## src/rtl/dmux_router.sv

```systemverilog
// Registered 1-to-CHANNELS stream router with per-channel one-entry output slots and valid/ready.
// Optional delivery/drop counters are built when DMUX_ROUTER_CNT_EN is defined.
module dmux_router #(
    parameter int WIDTH     = 1,
    parameter int CHANNELS  = 4,
    parameter int SEL_W     = 2,
    parameter int ZERO_IDLE = 1
) (
    input  logic                         clk,
    input  logic                         rst_n,
    input  logic                         in_valid,
    output logic                         in_ready,
    input  logic [WIDTH-1:0]             in_data,
    input  logic [SEL_W-1:0]             in_sel,
    output logic [CHANNELS-1:0]          out_valid,
    input  logic [CHANNELS-1:0]          out_ready,
    output logic [CHANNELS*WIDTH-1:0]    out_data,
    output logic                         err_sel
`ifdef DMUX_ROUTER_CNT_EN
    ,
    output logic [CHANNELS*16-1:0]       chan_cnt,
    output logic [15:0]                  drop_cnt
`endif
);

    localparam logic [SEL_W:0] CH_LIMIT = (SEL_W+1)'(CHANNELS);

    logic                      sel_ok;
    logic [CHANNELS-1:0]       hit;
    logic [CHANNELS-1:0]       load;
    logic [CHANNELS-1:0]       drain;
    logic [CHANNELS-1:0]       valid_q, valid_d;
    logic [CHANNELS*WIDTH-1:0] data_q, data_d;
    logic                      err_q, err_d;

    always_comb begin
        sel_ok = ({1'b0, in_sel} < CH_LIMIT);
        hit    = '0;
        for (int k = 0; k < CHANNELS; k++) begin
            hit[k] = sel_ok && (in_sel == SEL_W'(k));
        end
        // Out-of-range words are always taken so they can be dropped and flagged.
        in_ready = sel_ok ? |(hit & (~valid_q | out_ready)) : 1'b1;
        drain    = valid_q & out_ready;
    end

    always_comb begin
        load    = (in_valid && in_ready) ? hit : '0;
        valid_d = valid_q;
        data_d  = data_q;
        for (int k = 0; k < CHANNELS; k++) begin
            if (load[k]) begin
                valid_d[k]                = 1'b1;
                data_d[k*WIDTH +: WIDTH]  = in_data;
            end else if (drain[k]) begin
                valid_d[k] = 1'b0;
                if (ZERO_IDLE != 0) begin
                    data_d[k*WIDTH +: WIDTH] = '0;
                end
            end
        end
        err_d = in_valid && !sel_ok;
    end

    always_ff @(posedge clk or negedge rst_n) begin
        if (!rst_n) begin
            valid_q <= '0;
            data_q  <= '0;
            err_q   <= 1'b0;
        end else begin
            valid_q <= valid_d;
            data_q  <= data_d;
            err_q   <= err_d;
        end
    end

    assign out_valid = valid_q;
    assign out_data  = data_q;
    assign err_sel   = err_q;

`ifdef DMUX_ROUTER_CNT_EN
    logic [15:0] cnt_q [CHANNELS];
    logic [15:0] cnt_d [CHANNELS];
    logic [15:0] drop_q, drop_d;

    // Counters saturate rather than wrap so a stuck consumer is still visible.
    always_comb begin
        for (int k = 0; k < CHANNELS; k++) begin
            cnt_d[k] = cnt_q[k];
            if (drain[k] && (cnt_q[k] != 16'hFFFF)) begin
                cnt_d[k] = cnt_q[k] + 16'd1;
            end
        end
        drop_d = drop_q;
        if (err_d && (drop_q != 16'hFFFF)) begin
            drop_d = drop_q + 16'd1;
        end
    end

    always_ff @(posedge clk or negedge rst_n) begin
        if (!rst_n) begin
            for (int k = 0; k < CHANNELS; k++) begin
                cnt_q[k] <= '0;
            end
            drop_q <= '0;
        end else begin
            for (int k = 0; k < CHANNELS; k++) begin
                cnt_q[k] <= cnt_d[k];
            end
            drop_q <= drop_d;
        end
    end

    always_comb begin
        chan_cnt = '0;
        for (int k = 0; k < CHANNELS; k++) begin
            chan_cnt[k*16 +: 16] = cnt_q[k];
        end
    end

    assign drop_cnt = drop_q;
`endif

endmodule

```

## config.mk

```make
export PLATFORM = sky130hd
export DESIGN_NAME = dmux_router
export DESIGN_NICKNAME = d
export VERILOG_FILES = /design/src/rtl/dmux_router.sv
export SDC_FILE = /design/constraint.sdc
export NUM_CORES = 1
export LEC_CHECK = 0
export CORE_MARGIN = 2
export CORE_UTILIZATION = 30
export CTS_CLUSTER_DIAMETER = 30
export DETAILED_ROUTE_END_ITERATION = 7
export SLEW_MARGIN = 0
export SYNTH_ARGS = -nofsm -noshare
export SYNTH_HDL_FRONTEND = slang
export SYNTH_SLANG_ARGS = --single-unit
```

## constraint.sdc

```tcl
create_clock -name clk -period 1.3 [get_ports clk]
set_input_delay 0.26 -clock clk [delete_from_list [all_inputs] [get_ports clk]]
set_output_delay 0.26 -clock clk [all_outputs]
set_load 0.03 [all_outputs]
```

==> results by group <==
Route
  – Pre-antenna DRT Iters: 4
  – Detail Route Antenna Nets: 0
  – Detailed Route WL: 1072 um
  – Vias per cell: 4.791
  – DRC errors left: 0
  – Vias: 412
  – DR iter-0 viols: 12
  – Wire length per cell: 12.47 um

Outcome
  – Status: complete, but fails checks
  – Failing checks: setup timing

Finish
  – Area Growth Syn to Fin: 80.43%
  – Commonest non-fill, non-tap cell in the layout: buf_4
  – Share of cells above drive strength 1: 50.70%
  – Final Net Count: 83
  – Ant. Diodes: 0
  – Final Instance Area: 738.2 um2
  – Fillers: 122
  – Commonest cells after routing, fill and taps aside: buf_4 (18), dlygate4sd2_1 (6)

Logic synthesis
  – Synthesized area: 409.1 um2
  – Synth warn: 0
  – Synthesized flop and latch total: 8
  – Syn avg cell area: 10.49 um2
  – Top cells by area, synth: dfrtp_1 (49%), nand2b_1 (6.1%), mux4_2 (5.5%), nand3b_1 (5.5%), o21ai_0 (4.9%)
  – Synth area leader: dfrtp_1
  – Cells after Synth: 39
  – Synth cell types: 18
  – Top cell type's share of synthesized area: 48.93%
  – Register area share after synthesis: 48.93%
  – Syn_nets: 49

Clock tree
  – Total CTS buffers: 3
  – Post-CTS Setup Repair Bufs: 0
  – Worst-case clock buffer depth: 2
  – H-tree Lvls: 1
  – Clock-pin slew on the worst setup and hold paths: 0.06 ns
  – Root buffer cell: clkbuf_4
  – # clock sinks: 8
  – Worst skew pair latency: 0.25 ns
  – CTS tree: built
  – CTS Hold Bufs: 0

Critical path
  – Critical path peak fanout: 2
  – Crit start category: register
  – Worst R2R End: out_data[3]$_DFFE_PN0P_
  – Worst Setup SP: out_valid[3]$_DFFE_PN0P_
  – Worst path cell trace: nand2b_4 > mux4_2 > buf_6
  – Reg2reg setup slack: 0.31 ns
  – Max stage delay on crit path: 0.47 ns
  – R2R Path Start: out_valid[3]$_DFFE_PN0P_
  – Kind of cell adding the most delay to the critical path: multiplexers
  – Setup CP Type: reg2out
  – Critical path's slowest cell: mux4_2
  – Worst Path Arrival: 1.33 ns
  – Crit end category: output pin
  – CP Capture Point: in_ready
  – CP Depth: 3
  – Worst Path Buf+Inv: 1
  – Data required time of the worst path: 1.04 ns
  – FF-to-FF path depth: 4

STA
  – Final Max Slew Viols: 0
  – Post-route setup slack: -0.2869 ns
  – Layout Skew: 0.00004721 ns
  – Hold Vio Cnt, Final: 0
  – Final period util: 122.1%
  – Period minus WS final: 1.587 ns
  – Setup_tns: -0.2869 ns
  – RSZ-0062 raised after global routing: yes
  – Final setup violation count: 1
  – Hold_ws: 0.3089 ns
  – Max frequency: 630.1 MHz

Placed design
  – HPWL after detailed placement: 778.6 um
  – # port buffers: 18
  – Placed cell areas: 680.7 um2
  – Gp weighted congestion: 0.6992

Flow run
  – # Max-Cap Violations: 0

Power and ir drop
  – P_sw: 227.4 uW
  – Pwr dens: 986.8 nW/um2
  – Leakage: 0.3965 nW
  – Reg power frac: 40.8%
  – Int Pwr: 501.1 uW
  – Maximum vdd ir drop: 502.4 uV
  – Combinational cell fraction of total power: 33.0%
  – Switching Fraction: 31.21%
  – Clock power share: 26.1%

Hold path
  – Worst min path class: in2async

Floorplan
  – IO Pins: 20
  – Initial Utilization: 31.84%
  – Core area: 1285 um2
  – Full die area: 1675 um2
  – Die W: 40.93 um
  – Die Y: 40.93 um
  – Row cnt: 13

GRT
  – Vias in the first global route: 400
  – GRT overflow: 0
  – Largest net degree at the start of global routing: 9
  – First-pass GRT wire length: 1690 um
  – Initial antenna violation count: 0
  – Gr usage total: 16.31%
-- registers in the layout, indices dropped and copies added (netlist names) --
name and count:
out_data 4, out_valid 4
-- per-layer routing --
metal	track usage [%]	share of wire, %	vias to the layer above
li1	-	-	204
met1	22.41	47	193
met2	24.22	45	13
met3	3.261	6.4	2
met4	7.500	0.93	0
met5	0	0	-
-- power by group through the flow --
stage / clock network (mW) / registers (mW) / logic (mW)
after detailed placement: 0 / 0.295 / 0.238
after global placement: 0 / 0.295 / 0.236
after CTS: 0.199 / 0.298 / 0.238
final: 0.190 / 0.297 / 0.241
after floorplan: 0 / 0.351 / 0.0563
after global routing: 0.210 / 0.301 / 0.261
-- final cells by class --
type | instances | area [um2] | area share (%)
Multi-Input combinational cell | 29 | 239.0 | 32.37
Timing Repair Buffer | 30 | 249.0 | 33.73
Sequential cell | 8 | 205.2 | 27.80
Inverter | 1 | 3.754 | 0.5085
Clock buffer | 3 | 22.52 | 3.051
Tap cell | 15 | 18.77 | 2.542
-- stage by stage --
stage	cells	setup WS, ns	total power, mW	util [%]
CTS	86	-0.2889	0.7350	56.86
global placement	83	-0.8681	0.5312	52.97
finish	86	-0.2869	0.7284	57.45
floorplan	39	-0.09524	0.4069	-
detailed placement	83	-0.8562	0.5333	52.97
global route	86	-0.3214	0.7729	57.45
-- cell usage after synthesis --
library cell	instances
conb_1	1
a21o_2	1
and3_2	2
and3b_1	1
a21o_1	2
o21ai_0	4
nand2b_1	4
and3_1	1
dfrtp_1	8
a21bo_2	1
inv_1	1
nand3_1	2
mux4_2	1
o211ai_1	1
nor3b_1	1
buf_4	1
nand3b_1	3
nand2_1	4
-- worst min path at each step --
| stage | from | endpoint | slack [ns] | depth (start not counted) |
|---|---|---|---|---|
| floorplan | rst_n | out_data[0]$_DFFE_PN0P_ | -0.04 | 0 |
| global placement | out_data[0]$_DFFE_PN0P_ | out_data[0]$_DFFE_PN0P_ | 0.46 | 1 |
| detailed placement | out_data[0]$_DFFE_PN0P_ | out_data[0]$_DFFE_PN0P_ | 0.47 | 1 |
| CTS | rst_n | out_data[0]$_DFFE_PN0P_ | 0.31 | 1 |
| global route | rst_n | out_data[0]$_DFFE_PN0P_ | 0.31 | 1 |
| finish | rst_n | out_data[0]$_DFFE_PN0P_ | 0.31 | 1 |
-- kinds of logic after synthesis --
group	Yosys count	synth area share (%)
other	1	0.9166
AOI/OAI and AO/OA	9	14.99
and+or+nand+nor	18	26.91
DFF	8	48.93
buffers and inverters	2	2.752
muxes	1	5.504
-- repair_timing --
action                                  4_1_cts  5_1_grt
endpoints found under the setup margin        4        3
hold endpoints to repair                      0        0
gates resized for setup                      19        2
(Power assumes the default switching activity.)
